==> config.mk <==
export PLATFORM = sky130hd
export DESIGN_NAME = spi_slave
export DESIGN_NICKNAME = d
export VERILOG_FILES = /design/src/rtl/spi_slave.sv
export SDC_FILE = /design/constraint.sdc
export NUM_CORES = 1
export LEC_CHECK = 0
export CORE_ASPECT_RATIO = 1.4
export CORE_MARGIN = 2
export CORE_UTILIZATION = 45
export DETAILED_ROUTE_END_ITERATION = 6
export PLACE_DENSITY = 0.68
export RECOVER_POWER = 50
export SLEW_MARGIN = 10
export SYNTH_ARGS = -nofsm -noshare
export SYNTH_HDL_FRONTEND = slang
export SYNTH_SLANG_ARGS = --single-unit
==> constraint.sdc <==
create_clock -name i_clk -period 3.34 [get_ports i_clk]
set_input_delay 0.668 -clock i_clk [delete_from_list [all_inputs] [get_ports i_clk]]
set_output_delay 0.668 -clock i_clk [all_outputs]
set_load 0.01 [all_outputs]
==> src/rtl/spi_slave.sv <==
// SPI slave (responder) for the SCLK/MOSI/MISO/SS_N pin set.
// All SPI inputs are oversampled into the i_clk domain and edge-detected there.
// Received words come out with a one-cycle o_rx_valid strobe. Transmit words
// are accepted through a one-deep valid/ready holding register.
//
// Optional feature macro: SPI_SLAVE_MISO_OE_EN adds o_spi_miso_oe, which is high
// only while a transfer is active so MISO can be tristated on a shared bus.
//
// Ports:
//   i_clk, i_rst         system clock, asynchronous active-high reset
//   i_spi_sclk           SPI clock from the master
//   i_spi_mosi           master-out data
//   i_spi_ss_n           slave select, active-low
//   o_spi_miso           slave-out data (tx shifter MSB)
//   o_spi_miso_oe        MISO output enable (SPI_SLAVE_MISO_OE_EN builds only)
//   i_tx_data/i_tx_valid next word to transmit; taken when i_tx_valid && o_tx_ready
//   o_tx_ready           holding register empty
//   o_tx_underrun        1-cycle pulse: word load found the holding register empty
//   o_rx_data            last complete received word
//   o_rx_valid           1-cycle pulse: o_rx_data updated
//   o_busy               synchronised slave select asserted
module spi_slave #(
   parameter int unsigned           DATA_WIDTH  = 8,
   parameter bit                    CPOL        = 1'b0,
   parameter bit                    CPHA        = 1'b0,
   parameter int unsigned           SYNC_STAGES = 2,
   parameter logic [DATA_WIDTH-1:0] DEFAULT_TX  = '1
) (
   input  logic                  i_clk,
   input  logic                  i_rst,
   input  logic                  i_spi_sclk,
   input  logic                  i_spi_mosi,
   input  logic                  i_spi_ss_n,
   output logic                  o_spi_miso,
`ifdef SPI_SLAVE_MISO_OE_EN
   output logic                  o_spi_miso_oe,
`endif
   input  logic [DATA_WIDTH-1:0] i_tx_data,
   input  logic                  i_tx_valid,
   output logic                  o_tx_ready,
   output logic                  o_tx_underrun,
   output logic [DATA_WIDTH-1:0] o_rx_data,
   output logic                  o_rx_valid,
   output logic                  o_busy
);

   localparam int unsigned CntW = (DATA_WIDTH > 1) ? $clog2(DATA_WIDTH) : 1;
   localparam logic [CntW-1:0] LastBit = CntW'(DATA_WIDTH - 1);

   typedef enum logic {StIdle, StActive} state_t;

   state_t                  state;
   logic [SYNC_STAGES-1:0]  sclk_sync, mosi_sync, ss_sync;
   logic                    sclk_prev, ss_prev;
   logic [CntW-1:0]         bit_cnt;
   logic                    word_end;
   logic [DATA_WIDTH-1:0]   rx_shift, tx_shift, hold, rx_data;
   logic                    hold_full, rx_valid, underrun, busy;

   logic sclk_s, mosi_s, ss_s;
   logic sclk_rise, sclk_fall, lead_edge, trail_edge, sample_edge, shift_edge;
   logic ss_fall, ss_rise, active_ok, load, accept;

   // Synchronisers. SCLK and SS_N reset to their idle levels so that reset
   // release does not look like an edge.
   always_ff @(posedge i_clk or posedge i_rst) begin
      if (i_rst) begin
         sclk_sync <= {SYNC_STAGES{CPOL}};
         mosi_sync <= '0;
         ss_sync   <= '1;
         sclk_prev <= CPOL;
         ss_prev   <= 1'b1;
      end else begin
         sclk_sync <= {sclk_sync[SYNC_STAGES-2:0], i_spi_sclk};
         mosi_sync <= {mosi_sync[SYNC_STAGES-2:0], i_spi_mosi};
         ss_sync   <= {ss_sync[SYNC_STAGES-2:0], i_spi_ss_n};
         sclk_prev <= sclk_sync[SYNC_STAGES-1];
         ss_prev   <= ss_sync[SYNC_STAGES-1];
      end
   end

   always_comb begin
      sclk_s      = sclk_sync[SYNC_STAGES-1];
      mosi_s      = mosi_sync[SYNC_STAGES-1];
      ss_s        = ss_sync[SYNC_STAGES-1];
      sclk_rise   = sclk_s & ~sclk_prev;
      sclk_fall   = ~sclk_s & sclk_prev;
      lead_edge   = CPOL ? sclk_fall : sclk_rise;
      trail_edge  = CPOL ? sclk_rise : sclk_fall;
      sample_edge = CPHA ? trail_edge : lead_edge;
      shift_edge  = CPHA ? lead_edge : trail_edge;
      ss_fall     = ~ss_s & ss_prev;
      ss_rise     = ss_s & ~ss_prev;
      // Deselect beats any clock edge seen in the same cycle.
      active_ok   = (state == StActive) && !ss_rise;
      accept      = i_tx_valid && !hold_full;
      load        = 1'b0;
      if (state == StIdle) begin
         load = ss_fall && !CPHA;
      end else if (active_ok) begin
         // CPHA=0: first shift edge after a word's last sample.
         // CPHA=1: leading edge of bit 0.
         load = CPHA ? (shift_edge && (bit_cnt == '0)) : (shift_edge && word_end);
      end
   end

   always_ff @(posedge i_clk or posedge i_rst) begin
      if (i_rst) begin
         state     <= StIdle;
         bit_cnt   <= '0;
         word_end  <= 1'b0;
         rx_shift  <= '0;
         tx_shift  <= '0;
         hold      <= '0;
         hold_full <= 1'b0;
         rx_data   <= '0;
         rx_valid  <= 1'b0;
         underrun  <= 1'b0;
         busy      <= 1'b0;
      end else begin
         rx_valid <= 1'b0;
         underrun <= 1'b0;
         busy     <= ~ss_s;

         // A load reads the holding register's prior contents; an accept in
         // the same cycle is kept for the next load.
         if (accept) begin
            hold      <= i_tx_data;
            hold_full <= 1'b1;
         end else if (load) begin
            hold_full <= 1'b0;
         end

         if (load) begin
            tx_shift <= hold_full ? hold : DEFAULT_TX;
            underrun <= ~hold_full;
         end else if (active_ok && shift_edge) begin
            tx_shift <= {tx_shift[DATA_WIDTH-2:0], 1'b0};
         end

         case (state)
            StIdle: begin
               if (ss_fall) begin
                  state    <= StActive;
                  bit_cnt  <= '0;
                  word_end <= 1'b0;
               end
            end
            StActive: begin
               if (ss_rise) begin
                  // Abort: partial word is dropped, counter restarts.
                  state    <= StIdle;
                  bit_cnt  <= '0;
                  word_end <= 1'b0;
               end else begin
                  if (shift_edge) word_end <= 1'b0;
                  if (sample_edge) begin
                     rx_shift <= {rx_shift[DATA_WIDTH-2:0], mosi_s};
                     if (bit_cnt == LastBit) begin
                        bit_cnt  <= '0;
                        word_end <= 1'b1;
                        rx_data  <= {rx_shift[DATA_WIDTH-2:0], mosi_s};
                        rx_valid <= 1'b1;
                     end else begin
                        bit_cnt <= bit_cnt + CntW'(1);
                     end
                  end
               end
            end
            default: state <= StIdle;
         endcase
      end
   end

   assign o_spi_miso    = tx_shift[DATA_WIDTH-1];
   assign o_tx_ready    = ~hold_full;
   assign o_tx_underrun = underrun;
   assign o_rx_data     = rx_data;
   assign o_rx_valid    = rx_valid;
   assign o_busy        = busy;
`ifdef SPI_SLAVE_MISO_OE_EN
   assign o_spi_miso_oe = (state == StActive);
`endif

endmodule

* Yosys cells after proc, flatten, opt, wreduce, memory -nomap -nowiden
Cells that the tools add are included.
** Operators by class
- Reductions and logical operators :: 11
- Bitwise logic cells :: 11
- Add/sub/neg operators :: 1
- Equal/unequal tests :: 3
- Muxes and demuxes :: 26
** Operators by type and width (count)
- 8-bit two-way mux :: 3
- 1-bit two-way mux :: 16
- 3-bit two-way mux :: 4
- 1-bit NOT :: 7
- 3-bit case mux with 2 select lines :: 1
- 1-bit bitwise AND :: 4
- 1-bit logical AND :: 4
- 1-bit case mux with 2 select lines :: 2
- 4-bit AND reduction :: 1
- 2-bit nonzero test :: 2
- 3-bit by 1-bit adder with 3-bit output, second input constant :: 1
- 3-bit equality test, second input constant :: 1
- 3-bit by 1-bit != test with 1-bit output, second input constant :: 1
- 3-bit AND reduction :: 1
- 1-bit zero test :: 2
- 2-bit != test, second input constant :: 1
- 2-bit AND reduction :: 1
** Storage, ports and cells
- Register bits after elaboration :: 48
- Input bits :: 14

* Longest topological paths before layout
- Depth in word-level cells :: 8
- Depth in mapped cells :: 6

* Worst setup path after synthesis
Ideal clock, no wire load.
- Path kind :: register to register
- From :: register ss_prev
- To :: register rx_shift[0]
- Cell stages (with the launch flop) :: 5
- Setup time :: 0.125 ns
- Clock period less this slack :: 1.570 ns
- Required time :: 3.215 ns
- Slack :: 1.770 ns
- Arrival :: 1.445 ns
- Cells stage by stage :: dfstp_2 and2b_2 nor4_4 buf_4 mux2_2
** On the way
- Word-level cells in the longest chain between the ends :: 4
** Ends and longest elaborated chain
- start: declaration :: RTL line 54 : logic sclk_prev, ss_prev;
- start signal: assignment :: RTL line 78 : ss_prev <= ss_sync[SYNC_STAGES-1];
- 1-bit NOT :: RTL line 93 : ss_rise = ss_s & ~ss_prev;
- 1-bit bitwise AND :: RTL line 93
- 1-bit NOT (no source line)
- 3-bit AND reduction (no source line)
- end signal: assignment :: RTL line 158 : rx_shift <= {rx_shift[DATA_WIDTH-2:0], mosi_s};
- end: declaration :: RTL line 57 : logic [DATA_WIDTH-1:0] rx_shift, tx_shift, hold, rx_data;
Every way passes these cells.
A chain may end at the register's enable or synchronous reset.

* Worst setup path after layout
- From :: register ss_prev
- To :: register rx_data[5], in the netlist o_rx_data[5]
** On the way
- Word-level cells in the longest chain between the ends :: 4
** Ends and longest elaborated chain
- 1-bit NOT :: RTL line 93
- 1-bit bitwise AND :: RTL line 93
- 1-bit NOT (no source line)
- 4-bit AND reduction (no source line)
- end signal: assignment :: RTL line 162 : rx_data <= {rx_shift[DATA_WIDTH-2:0], mosi_s};
- end: declaration :: RTL line 57
Every way passes these cells.

==> results.cfg <==
[final_layout]
area_growth_syn_to_layout_pct = 20.04
final_design_area_no_fill_um2 = 2293
final_layout_size_suffix_gt1_share_pct = 23.21
multi_input_area_um2 = 649.4
final_nets = 183
fin_cells = 213
layout.area.seq_um2 = 1205
insertedDiodeCount = 0
layout.filler_cells = 364

[clocking]
clock_tree_from_tritoncts = built
max-clock-path-buffers = 2
cts_hold_buf = 0
cts_num_sinks = 48
cts_resized = 0
cts-htree-levels = 2
clock_latency_ns = 0.30
cts_made_buffers = 5
post-cts-setup-buffers = 0
cts.clk_slew.worst_paths_ns = 0.08
clockRootBuffer = sky130_fd_sc_hd__clkbuf_8

[placed_design]
half_perimeter_wire_length_after_placement_mm = 2.162
io_buffer_count = 26
post_dp_cell_area_um2 = 2205
placed_cells_incl_taps = 205
detailedPlace.worstSlack_ns = 1.069
gpl.final_weighted_congestion = 0.8208

[critical_path]
rr_startpoint = ss_prev
timing.critical_path.required_ns = 3.53
worstPathMaxFanout = 11
crit_family = simple AND/OR/NAND/NOR gates
timing.critical_path.cells = and2b_1, nor4_4, clkbuf_1, nand2_1, mux2_2
cpPeakStageDelay_ns = 0.60
crit_path_end_kind = flip-flop
crit_start = ss_prev
worstPathArrival_ns = 2.49
timing.critical_path.from_type = flip-flop
worst-r2r-cell-count = 5
path_class = reg2reg
crit_path_top_delay_cell = sky130_fd_sc_hd__dfstp_1
cp_num_buf_inv = 1
critical_path_depth = 5

[logic_synthesis]
synth_nets = 153
ys_ff_latch = 48
synth.cell_area_um2 = 1911
ys.warnings.count = 0
synth_cell_types = 31
synth_async_sr_flop_share_pct = 100.0
synth_top_area_cell = sky130_fd_sc_hd__dfrtp_1
syn-instance-count = 137
seq_area_frac_synth_pct = 63.06
ys.flop_type = sky130_fd_sc_hd__dfrtp_1
post_synth_most_frequent_cells = sky130_fd_sc_hd__dfrtp_1 (45), sky130_fd_sc_hd__mux2_2 (23), sky130_fd_sc_hd__o21ai_0 (10)
syn_area_per_cell_um2 = 13.95
synth_top_cells_by_area = sky130_fd_sc_hd__dfrtp_1 (59%), sky130_fd_sc_hd__mux2_2 (14%), sky130_fd_sc_hd__dfstp_2 (4.1%)
synth-edff-count = 0
share_of_yosys_cell_area_claimed_by_the_top_area_cell_type_pct = 58.94
synthMostInstantiatedCell = sky130_fd_sc_hd__dfrtp_1

[die]
placement_rows = 28
dieHeight_um = 81.10
top_level_ports = 27
die-area_um2 = 4790
placeableCoreArea_um2 = 4169
die_w_um = 59.07
initial_utilization_pct = 45.83

[hold_path]
hold_path.class = reg2reg
min_from = sclk_sync[0]
min_delay_path_depth = 0

[power]
peakVddDrop_uv = 310.7
cellPowerDensity_nw_per_um2 = 621.5
p_leak_nw = 1.044

[sta]
report.final.slew_viol_count = 49
timing.fmax_ghz = 0.4339
rsz0062_at_grt = false
layout_min_cycle_time_ns = 2.305
final-setup-viol-count = 0
min_period_over_period_pct = 69.00
worst_slack_ns = 1.035
totalNegativeSetupSlack_ns = 0
worst_clock_skew_ns = 0.002865
hold_viol_final = 0
max_slew_margin_pct = -17.08
worst_pin_slew_ns = 1.754

[global_routing]
gr-usage-all-layers_pct = 14.75
grt_antenna_before_repair = 0
vias_in_the_first_global_route = 1186
grt-ovfl-total = 0
grt_first_pass_wirelength_mm = 5.354
grt_start_max_net_pins = 49

[detailed_routing]
vias_per_cell = 5.441
drt-initial-drc-count = 23
route.final.wire_length_mm = 3.123
post_drt_wl_per_cell_um = 14.66
drt_first_pass_iters = 4
via_count = 1159
drcViolationCount = 0
antenna_violating_nets_post_route = 0

[status]
violated_checks = capacitance limit, slew limit
status = finished, violations left

[flow_run]
cap_viol_max_count = 1
## registers in the layout (all words and copies together) (netlist names), 2 cells and up
signal	cells
ss_sync	2
hold	8
sclk_sync	2
tx_shift	8
bit_cnt	3
rx_shift	7
mosi_sync	2
o_rx_data	8
## per-layer routing
layer / GRT usage, % / routed length, um / vias to the layer above
li1: - / - / 547
met5: 0 / 0 / -
met4: 6.591 / 58 / 0
met1: 18.16 / 1346 / 584
met2: 24.00 / 1594 / 23
met3: 3.981 / 123 / 5
## cell type report
class                   instances  share of cell area [%]
clock buffers                   6                   3.601
flip-flops and latches         48                   52.54
well taps                      45                   2.455
inverters                       6                  0.9820
multi-input cells              79                   28.31
clock inverters                 2                  0.6001
repair buffers                 27                   11.51
## path summary, 6_finish.rpt
check	slack [ns]	end
max reg2reg	1.04	o_rx_data[5]
min	0.35	sclk_sync[1]
max in group asynchronous	1.10	tx_shift[5]
min reg2reg	0.35	sclk_sync[1]
max	1.04	o_rx_data[5]
min in group asynchronous	1.22	o_rx_data[6]
## metrics by stage
stage,util [%],hold WS (ns),power (mW)
after global routing,55.01,0.3646,1.509
final,55.01,0.3519,1.425
after detailed placement,52.88,0.3356,1.089
after global placement,52.88,0.3334,1.072
after floorplan,-,0.3312,0.9901
after CTS,55.19,0.3559,1.446
## power breakdown
part,leakage (nW),internal [mW],total (mW),switching [mW]
clock,0.0516,0.169,0.354,0.185
combinational,0.390,0.157,0.258,0.101
sequential,0.603,0.718,0.814,0.0958
## cell usage in the layout, fill, tap and decap left out, types with 2 or more instances in the layout
cell / count
sky130_fd_sc_hd__o32ai_1: 7
sky130_fd_sc_hd__ha_1: 2
sky130_fd_sc_hd__a21oi_1: 3
sky130_fd_sc_hd__dlygate4sd3_1: 3
sky130_fd_sc_hd__dfstp_1: 2
sky130_fd_sc_hd__mux2_2: 23
sky130_fd_sc_hd__o21ai_0: 10
sky130_fd_sc_hd__clkdlybuf4s50_1: 23
sky130_fd_sc_hd__a22o_1: 3
sky130_fd_sc_hd__inv_1: 5
sky130_fd_sc_hd__nand2_1: 10
sky130_fd_sc_hd__clkbuf_8: 6
sky130_fd_sc_hd__nor2b_1: 2
sky130_fd_sc_hd__dfrtp_1: 45
sky130_fd_sc_hd__nor2_1: 5
## kinds of logic (layout without fill, tap and decap cells)
family / count (synthesis) / in the layout / synth area share (%)
flops: 48 / 48 / 63.07
fa+ha+maj: 2 / 2 / 1.310
mux: 23 / 23 / 13.56
simple gates: 27 / 27 / 8.842
compound gates: 27 / 27 / 10.48
buf+inv: 10 / 41 / 2.750
No activity file was read; power rests on OpenSTA's default activity.
